### config.mk
export PLATFORM = sky130hd
export DESIGN_NAME = roll_capture_flat
export DESIGN_NICKNAME = d
export VERILOG_FILES = /design/src/rtl/roll_pkg.sv /design/src/rtl/roll_capture_if.sv /design/src/rtl/seg7_dec.sv /design/src/rtl/roll_capture.sv /design/src/flat_wrapper.sv
export SDC_FILE = /design/constraint.sdc
export NUM_CORES = 1
export LEC_CHECK = 0
export ABC_CLOCK_PERIOD_IN_PS = 1500
export CELL_PAD_IN_SITES_DETAIL_PLACEMENT = 2
export CELL_PAD_IN_SITES_GLOBAL_PLACEMENT = 2
export CORE_ASPECT_RATIO = 1.5
export CORE_MARGIN = 2
export CORE_UTILIZATION = 26
export CTS_BUF_LIST = sky130_fd_sc_hd__clkbuf_4
export DETAILED_ROUTE_END_ITERATION = 10
export GPL_TIMING_DRIVEN = 0
export PLACE_DENSITY_LB_ADDON = 0.1
export SYNTH_ARGS = -nofsm -noshare
export SYNTH_HDL_FRONTEND = slang
export SYNTH_SLANG_ARGS = --single-unit
### constraint.sdc
create_clock -name i_clk -period 1.5 [get_ports i_clk]
set_input_delay 0.45 -clock i_clk [delete_from_list [all_inputs] [get_ports i_clk]]
set_output_delay 0.45 -clock i_clk [all_outputs]
set_load 0.02 [all_outputs]
### src/rtl/roll_pkg.sv
// Shared types and constants for the roll capture block: FSM state encoding,
// result type and the hex-to-seven-segment lookup table.
package roll_pkg;

    typedef enum logic [1:0] {
        ST_IDLE  = 2'd0,
        ST_TRACK = 2'd1,
        ST_HOLD  = 2'd2
    } state_t;

    typedef logic [3:0] result_t;

    // Active-low segments ordered {g,f,e,d,c,b,a}, indexed by hex digit.
    localparam logic [6:0] SEG_TABLE [0:15] = '{
        7'h40, 7'h79, 7'h24, 7'h30,
        7'h19, 7'h12, 7'h02, 7'h78,
        7'h00, 7'h10, 7'h08, 7'h03,
        7'h46, 7'h21, 7'h06, 7'h0E
    };

    localparam logic [6:0] SEG_BLANK = 7'h7F;

endpackage

### src/rtl/roll_capture_if.sv
// Bus between the roll capture block and its user. Strobe/pulse semantics:
// i_start is a one-cycle strobe sampled on the rising edge (no ready, it is
// always accepted); o_done is a one-cycle pulse coincident with o_result
// becoming the newly settled value.
interface roll_capture_if;
    logic                  i_start;
    logic [3:0]            i_rand;
    roll_pkg::result_t     o_result;
    logic                  o_done;
    logic                  o_valid;
    logic                  o_busy;
    logic [6:0]            o_seg;
    logic [7:0]            o_rolls;
    logic [15:0]           o_hist;
    roll_pkg::state_t      dbg_state;

    modport master (
        output i_start, i_rand,
        input  o_result, o_done, o_valid, o_busy, o_seg, o_rolls, o_hist, dbg_state
    );

    modport slave (
        input  i_start, i_rand,
        output o_result, o_done, o_valid, o_busy, o_seg, o_rolls, o_hist, dbg_state
    );
endinterface

### src/rtl/seg7_dec.sv
// Combinational hex to active-low seven-segment decoder with a blank input.
module seg7_dec
    import roll_pkg::*;
(
    input  result_t    i_val,
    input  logic       i_blank,
    output logic [6:0] o_seg
);
    assign o_seg = i_blank ? SEG_BLANK : SEG_TABLE[i_val];
endmodule

### src/rtl/roll_capture.sv
// Watches a free-running random value after a start strobe and captures it once
// it has held steady for SETTLE_CYC samples. History register is built only
// when ROLL_CAPTURE_HIST_EN is defined; otherwise o_hist is tied to zero.
module roll_capture
    import roll_pkg::*;
#(
    parameter int unsigned SETTLE_CYC = 16
) (
    input  logic           i_clk,
    input  logic           i_rst_n,
    roll_capture_if.slave  bus
);
    localparam int CW = $clog2(SETTLE_CYC);
    localparam logic [CW-1:0] CNT_MAX = CW'(SETTLE_CYC - 1);

    state_t          state_q, state_d;
    result_t         prev_q, prev_d;
    logic [CW-1:0]   cnt_q, cnt_d;
    result_t         result_q;
    logic            done_q;
    logic            valid_q;
    logic [7:0]      rolls_q;
    logic            same;
    logic            at_max;
    logic            busy;
    logic            settle;

    assign same   = (bus.i_rand == prev_q);
    assign at_max = (cnt_q == CNT_MAX);

    // FSM: state register
    always_ff @(posedge i_clk or negedge i_rst_n) begin
        if (!i_rst_n) begin
            state_q <= ST_IDLE;
        end else begin
            state_q <= state_d;
        end
    end

    // FSM: next state; a start strobe always wins, including mid-track re-rolls
    always_comb begin
        state_d = state_q;
        unique case (state_q)
            ST_IDLE, ST_HOLD: begin
                if (bus.i_start) state_d = ST_TRACK;
            end
            ST_TRACK: begin
                if (!bus.i_start && same && at_max) state_d = ST_HOLD;
            end
            default: state_d = ST_IDLE;
        endcase
    end

    // FSM: outputs
    always_comb begin
        busy   = (state_q == ST_TRACK);
        settle = busy && !bus.i_start && same && at_max;
    end

    // Stability tracker; the counter stops at CNT_MAX because settling leaves TRACK
    always_comb begin
        prev_d = prev_q;
        cnt_d  = cnt_q;
        if (bus.i_start) begin
            prev_d = bus.i_rand;
            cnt_d  = '0;
        end else if (busy) begin
            if (!same) begin
                prev_d = bus.i_rand;
                cnt_d  = '0;
            end else if (!settle) begin
                cnt_d = cnt_q + CW'(1);
            end
        end
    end

    always_ff @(posedge i_clk or negedge i_rst_n) begin
        if (!i_rst_n) begin
            prev_q   <= '0;
            cnt_q    <= '0;
            result_q <= '0;
            done_q   <= 1'b0;
            valid_q  <= 1'b0;
            rolls_q  <= '0;
        end else begin
            prev_q <= prev_d;
            cnt_q  <= cnt_d;
            done_q <= settle;
            if (settle) begin
                result_q <= prev_q;
                valid_q  <= 1'b1;
                if (rolls_q != 8'hFF) rolls_q <= rolls_q + 8'd1;
            end
        end
    end

`ifdef ROLL_CAPTURE_HIST_EN
    logic [15:0] hist_q;

    always_ff @(posedge i_clk or negedge i_rst_n) begin
        if (!i_rst_n) begin
            hist_q <= '0;
        end else if (settle) begin
            hist_q <= {hist_q[11:0], prev_q};
        end
    end

    assign bus.o_hist = hist_q;
`else
    assign bus.o_hist = 16'h0000;
`endif

    seg7_dec u_seg (
        .i_val   (result_q),
        .i_blank (!valid_q),
        .o_seg   (bus.o_seg)
    );

    assign bus.o_result  = result_q;
    assign bus.o_done    = done_q;
    assign bus.o_valid   = valid_q;
    assign bus.o_busy    = busy;
    assign bus.o_rolls   = rolls_q;
    assign bus.dbg_state = state_q;

endmodule

### src/flat_wrapper.sv
// flat-port wrapper written by rule: the top's interface ports become plain ports
module roll_capture_flat import roll_pkg::*;
#(
    parameter int unsigned SETTLE_CYC = 16
)
  (i_clk, i_rst_n, bus_i_start, bus_i_rand, bus_o_result, bus_o_done, bus_o_valid, bus_o_busy, bus_o_seg, bus_o_rolls, bus_o_hist, bus_dbg_state);
  roll_capture_if bus_i ();
  input  logic i_clk;
  input  logic i_rst_n;
  input wire logic [$bits(bus_i.i_start)-1:0] bus_i_start;
  input wire logic [$bits(bus_i.i_rand)-1:0] bus_i_rand;
  output wire logic [$bits(bus_i.o_result)-1:0] bus_o_result;
  output wire logic [$bits(bus_i.o_done)-1:0] bus_o_done;
  output wire logic [$bits(bus_i.o_valid)-1:0] bus_o_valid;
  output wire logic [$bits(bus_i.o_busy)-1:0] bus_o_busy;
  output wire logic [$bits(bus_i.o_seg)-1:0] bus_o_seg;
  output wire logic [$bits(bus_i.o_rolls)-1:0] bus_o_rolls;
  output wire logic [$bits(bus_i.o_hist)-1:0] bus_o_hist;
  output wire logic [$bits(bus_i.dbg_state)-1:0] bus_dbg_state;
  assign bus_i.i_start = bus_i_start;
  assign bus_i.i_rand = bus_i_rand;
  assign bus_o_result = bus_i.o_result;
  assign bus_o_done = bus_i.o_done;
  assign bus_o_valid = bus_i.o_valid;
  assign bus_o_busy = bus_i.o_busy;
  assign bus_o_seg = bus_i.o_seg;
  assign bus_o_rolls = bus_i.o_rolls;
  assign bus_o_hist = bus_i.o_hist;
  assign bus_dbg_state = bus_i.dbg_state;
  roll_capture #(.SETTLE_CYC(SETTLE_CYC)) u_core (.i_clk(i_clk), .i_rst_n(i_rst_n), .bus(bus_i));
endmodule
# [Word level (Yosys, flattened, before mapping)]
# Memory sizes are Yosys's and may differ from the RTL's.
# Cells that the tools add are included.
[totals] n_memories=1 elab_cells=47 inputBits=7 ff_bits=24 mem_bits_ro=112 output_inout_bits=40
[mem_list] name="(no name shown)" depth=16 word_bits=7 rd=1 rd_clocked_by_memory_dff=0 write_ports=0 line="seg7_dec.sv:9" source="assign o_seg = i_blank ? SEG_BLANK : SEG_TABLE[i_val];"
[op_classes] addsub=2 n_lt_le_gt_ge=1 bitwise=1 muxes=13 eq_ne=9 reduce_logical=13
[op_table] op="2-to-1 mux 4 bit" count=7
[op_table] op="2-to-1 mux 7 bit" count=3
[op_table] op="adder 8 x 1 -> 8 bit, second input constant" count=1
[op_table] op="inequality test 8 bit, second input constant" count=1
[op_table] op="AND reduction 2 bit" count=4
[op_table] op=">= comparator 5 bit, second input constant" count=1
[op_table] op="logical AND 1 bit" count=5
[op_table] op="NOT 4 -> 5 bit" count=1
[op_table] op="adder 4 x 1 -> 4 bit, second input constant" count=1
[op_table] op="== test 4 bit" count=1
[op_table] op="== test 4 bit, second input constant" count=1
[op_table] op="2-to-1 mux 2 bit" count=2
[op_table] op="inequality test 2 bit, second input constant" count=2
[op_table] op="one-hot mux 2 bit (2 select lines)" count=1
[op_table] op="inequality test 3 bit, second input constant" count=1
[op_table] op="== test 2 x 1 -> 1 bit, second input constant" count=1
[op_table] op="== test 2 bit, second input constant" count=1
[op_table] op="zero test 2 bit" count=1
[op_table] op="inequality test 2 x 1 -> 1 bit, second input constant" count=1
[op_table] op="nonzero test 2 bit" count=1
[op_table] op="OR reduction 2 bit" count=1
[op_table] op="zero test 1 bit" count=1

# [Longest topological paths before layout]
[depth] depth_word=8 ltp_mapped=5 ltp_nobuf=5

# [Cells and area by module]
# Synthesis repeated with hierarchy kept, for this count alone.
[unflattened] hier_cells=162 hier_area_um2=1596.5
[modules_own_cells] mod="roll_capture" cells_each=126 area_per_inst_um2=1300.0 instances=1 seq_area_each_um2=600.6
[modules_own_cells] mod="seg7_dec" cells_each=36 area_per_inst_um2=296.5 instances=1 seq_area_each_um2=0.0

# [Worst setup path before layout]
# Ideal clock, no wire load.
[synth_timing] path_kind="flip-flop to output port" from="reg u_core.result_q[1] (netlist: u_core.bus.o_result[1])" to="out bus_o_seg[3]" slack_ns=-0.710 path_buffers=0 t_required_ns=1.050 arrival_ns=1.760 path_stages_with_launch=5 path_cell_list="dfrtp_1 -> inv_1 -> ha_1 -> nor2_1 -> o311ai_0"
[synth_via] elab_chain_len=5
[synth_lines] item="from (decl)" line="roll_capture.sv:19" source="result_t result_q;"
[synth_lines] item="from (signal assigned)" line="roll_capture.sv:90" source="result_q <= prev_q;"
[synth_lines] item="NOT 4 -> 5 bit (not written as such)" line="seg7_dec.sv:9"
[synth_lines] item="memory read (16 x 7 bit)"
[synth_lines] item="2-to-1 mux 7 bit (not written as such) (2 in series)" line="seg7_dec.sv:9"
[synth_lines] item="2-to-1 mux 7 bit" line="seg7_dec.sv:9"
[synth_lines] item="to (decl)" line="flat_wrapper.sv:16" source="output wire logic [$bits(bus_i.o_seg)-1:0] bus_o_seg;"
# No other way between the ends. The select of a mux whose other input is x is not followed.

# [Worst setup path in the final report]
[layout_timing] from="reg u_core.result_q[1] (netlist: u_core.bus.o_result[1])" to="out bus_o_seg[4]"
# The elaborated chain is that of the path after synthesis.

==> flow_summary.yaml <==
status:
  status: "finished with violations"
  violations: "setup timing"
routing:
  dr_total_vias: 1462
  vias_per_cell: 4.64
  drt_pre_antenna_iters: 3
  ant_nets: 0
  routedWlPerCell_um: 16.5
  wirelength_um: 5190
  drt_iter0_drc: 30
  drcViolationCount: 0
floorplan:
  die-area_sq_um: 6580
  rows: 34
  die_w_um: 66.9
  io_pins: 47
  die_height_um: 98.3
  core_sq_um: 5790
  start_util_pct: 26.7
power_and_ir_drop:
  powerDensity_nw_per_um2: 470
  clockPowerShare_pct: 28.7
  p_int_uw: 852
  finalPower_uw: 1180
  p_switching_uw: 333
  comb_power_share_pct: 15.5
  swShare_pct: 28.1
  pwr-share-seq_pct: 55.8
  p_leak_uw: 0.00117
  ir_drop_mv: 0.346
setup_path:
  cp_max_fo: 5
  cp.arrival_ns: 1.72
  worstSetupEndpointType: "output pin"
  cp-start-kind: "flop"
  cp_data_required_time_ns: 1.05
  reg2reg_to: "u_core.bus.o_rolls[1]"
  crit_type: "flop to output pin"
  r2r_setup_slack_ns: -0.13
  rr_worst_depth: 5
  critPathLaunch: "u_core.bus.o_result[1]"
  r2r_start: "u_core.bus.o_rolls[0]"
sta:
  tightest_slew_ns: 1.15
  period_share_pct: 145
  fin_crit_ns: 2.17
  finClkSkew_ns: 0.0131
  max_clock_freq_mhz: 460
  fin_tns_setup_ns: -5.20
  whs_ns: 0.445
  rsz0062_at_grt: "yes"
  max-slew-margin-rel_pct: 23.1
  setup_violations: 29
  hold_viol_final: 0
  drv_slew: 0
  fin_ws_ns: -0.672
logic_synthesis:
  synth_top_area_share_pct: 38.9
  yosys_warnings: 0
  synth_ff_type: "dfrtp_1"
  seq_area_frac_synth_pct: 38.9
  synth-seq-cells: 24
  synth_area_sq_um: 1540
  syn_area_per_cell_sq_um: 9.89
  synth_edf_count: 0
  netlist_top_cells_count: "24 x dfrtp_1, 19 x nand2_1, 17 x buf_4, 8 x ha_1, 8 x mux2_2"
  synth_area_leaders: "dfrtp_1 39%, buf_4 8.3%, ha_1 6.5%"
  synthArstFlopShare_pct: 100
  yosysTopAreaCell: "dfrtp_1"
  synth.most_common_cell: "dfrtp_1"
  ys_types: 36
  netlist_instances: 156
layout:
  post-route-util_pct: 43.6
  n_antenna_cell: 0
  syn_to_final_growth_pct: 63.5
  nFillCells: 627
  drive_gt1_share_pct: 56.0
  nets: 259
clocking:
  clk_latency_ns: 0.33
  path_clk_slew_ns: 0.15
  htreeDepth: 1
  numCtsBuffers: 3
  clock_path_buffers: 2
  cts.sinks: 24
  cts-root-buf: "clkbuf_4"
  cts_tree: "done"
grt:
  track_usage_pct: 16.4
  antenna_found_initial: 0
  first_global_vias: 1708
  grt_pass1_wl_um: 8210
  grt.overflow.total: 0
  grt_max_degree: 25
place:
  place.gp.congestion: 0.739
  hpwl_um: 3430
  port_buffers: 30
  place_ws_ns: -0.792
min_path:
  hp-class: "primary input to asynchronous set/reset pin"
run:
  cap_violations: 0
metrics by stage:
| stage | cells | area, sq um |
|---|---|---|
| finish | 315 | 2520 |
| global route | 315 | 2520 |
| CTS | 304 | 2390 |
| detailed placement | 273 | 2100 |
| global placement | 273 | 2100 |
| floorplan | 171 | 1710 |
placed cells by master (no fill, tap or decap), types with 3 or more instances in the layout:
cell / n
dfrtp_2: 9
inv_1: 3
conb_1: 16
inv_4: 3
nand4_1: 6
xnor2_1: 3
buf_6: 22
nand2b_1: 3
nor2_1: 4
mux2i_1: 3
mux2_2: 7
clkbuf_4: 4
buf_2: 7
and3_1: 6
dlygate4sd2_1: 6
ha_2: 3
o211ai_1: 5
dfrtp_1: 15
ha_4: 3
nand3_2: 3
nand2_1: 18
xor2_2: 3
buf_4: 48
what timing repair did:
| action | CTS | global route |
|---|---|---|
| pin swaps | 17 | 6 |
| gates resized for setup | 138 | 23 |
| gates cloned | 1 | 0 |
| setup buffers | 26 | 11 |
| endpoints found under the setup margin | 60 | 39 |
| hold buffers | 0 | 0 |
state kept, by name, indices dropped and copies added, names as in the netlist:
signal                count
u_core.cnt_q              4
u_core.bus.o_valid        1
u_core.bus.o_rolls        8
u_core.bus.dbg_state      2
u_core.bus.o_result       4
u_core.bus.o_done         1
u_core.prev_q             4
per-layer routing:
layer / GRT usage [%] / up-vias / share of wire (%)
met2: 34.1 / 31 / 63
li1: - / 688 / -
met1: 15.1 / 733 / 33
met4: 5.81 / 0 / 2.1
met5: 0 / - / 0
met3: 1.84 / 10 / 2.6
worst max path at each step:
stage / to / slack (ns) / cells past startpoint
2_1_floorplan: bus_o_seg[1] / -0.31 / 5
3_3_place_gp: bus_o_seg[0] / -0.76 / 6
3_5_place_dp: bus_o_seg[1] / -0.79 / 6
4_1_cts: bus_o_seg[1] / -0.64 / 6
5_1_grt: bus_o_seg[1] / -0.74 / 6
6_report: bus_o_seg[4] / -0.67 / 5
critical path, cell delays in order (launching register included):
cell	delay, ns
dfrtp_2	0.48
buf_4	0.16
ha_1	0.17
mux2_2	0.26
o211ai_1	0.17
buf_4	0.17
area by class of cell:
class	count	area (sq um)	area share, %
buffer	18	143	5.65
clock buffer	4	30.0	1.19
inverter	7	33.8	1.34
multi-input combinational	122	1030	41.0
sequential	24	612	24.3
tap	72	90.1	3.57
timing repair buffer	68	579	23.0
cells by family (layout without fill, tap and decap cells):
group           after synthesis  after routing  share of synthesized area (%)
flops                        24             24                           38.9
mux                          11             11                           7.79
other cells                   1             16                          0.243
fa+ha+maj                     8              8                           6.49
xor+xnor                      8              8                           5.03
simple gates                 57             57                           20.8
buf+inv                      25             97                           10.2
compound gates               22             22                           10.5
power by group through the flow:
stage,Clock [uW],Combinational (uW),Sequential (uW)
finish,340,183,661
detailed placement,0,150,674
CTS,350,171,661
global placement,0,148,673
global route,372,199,663
floorplan,0,105,672
Note: power is estimated with default switching activity, not from simulation.
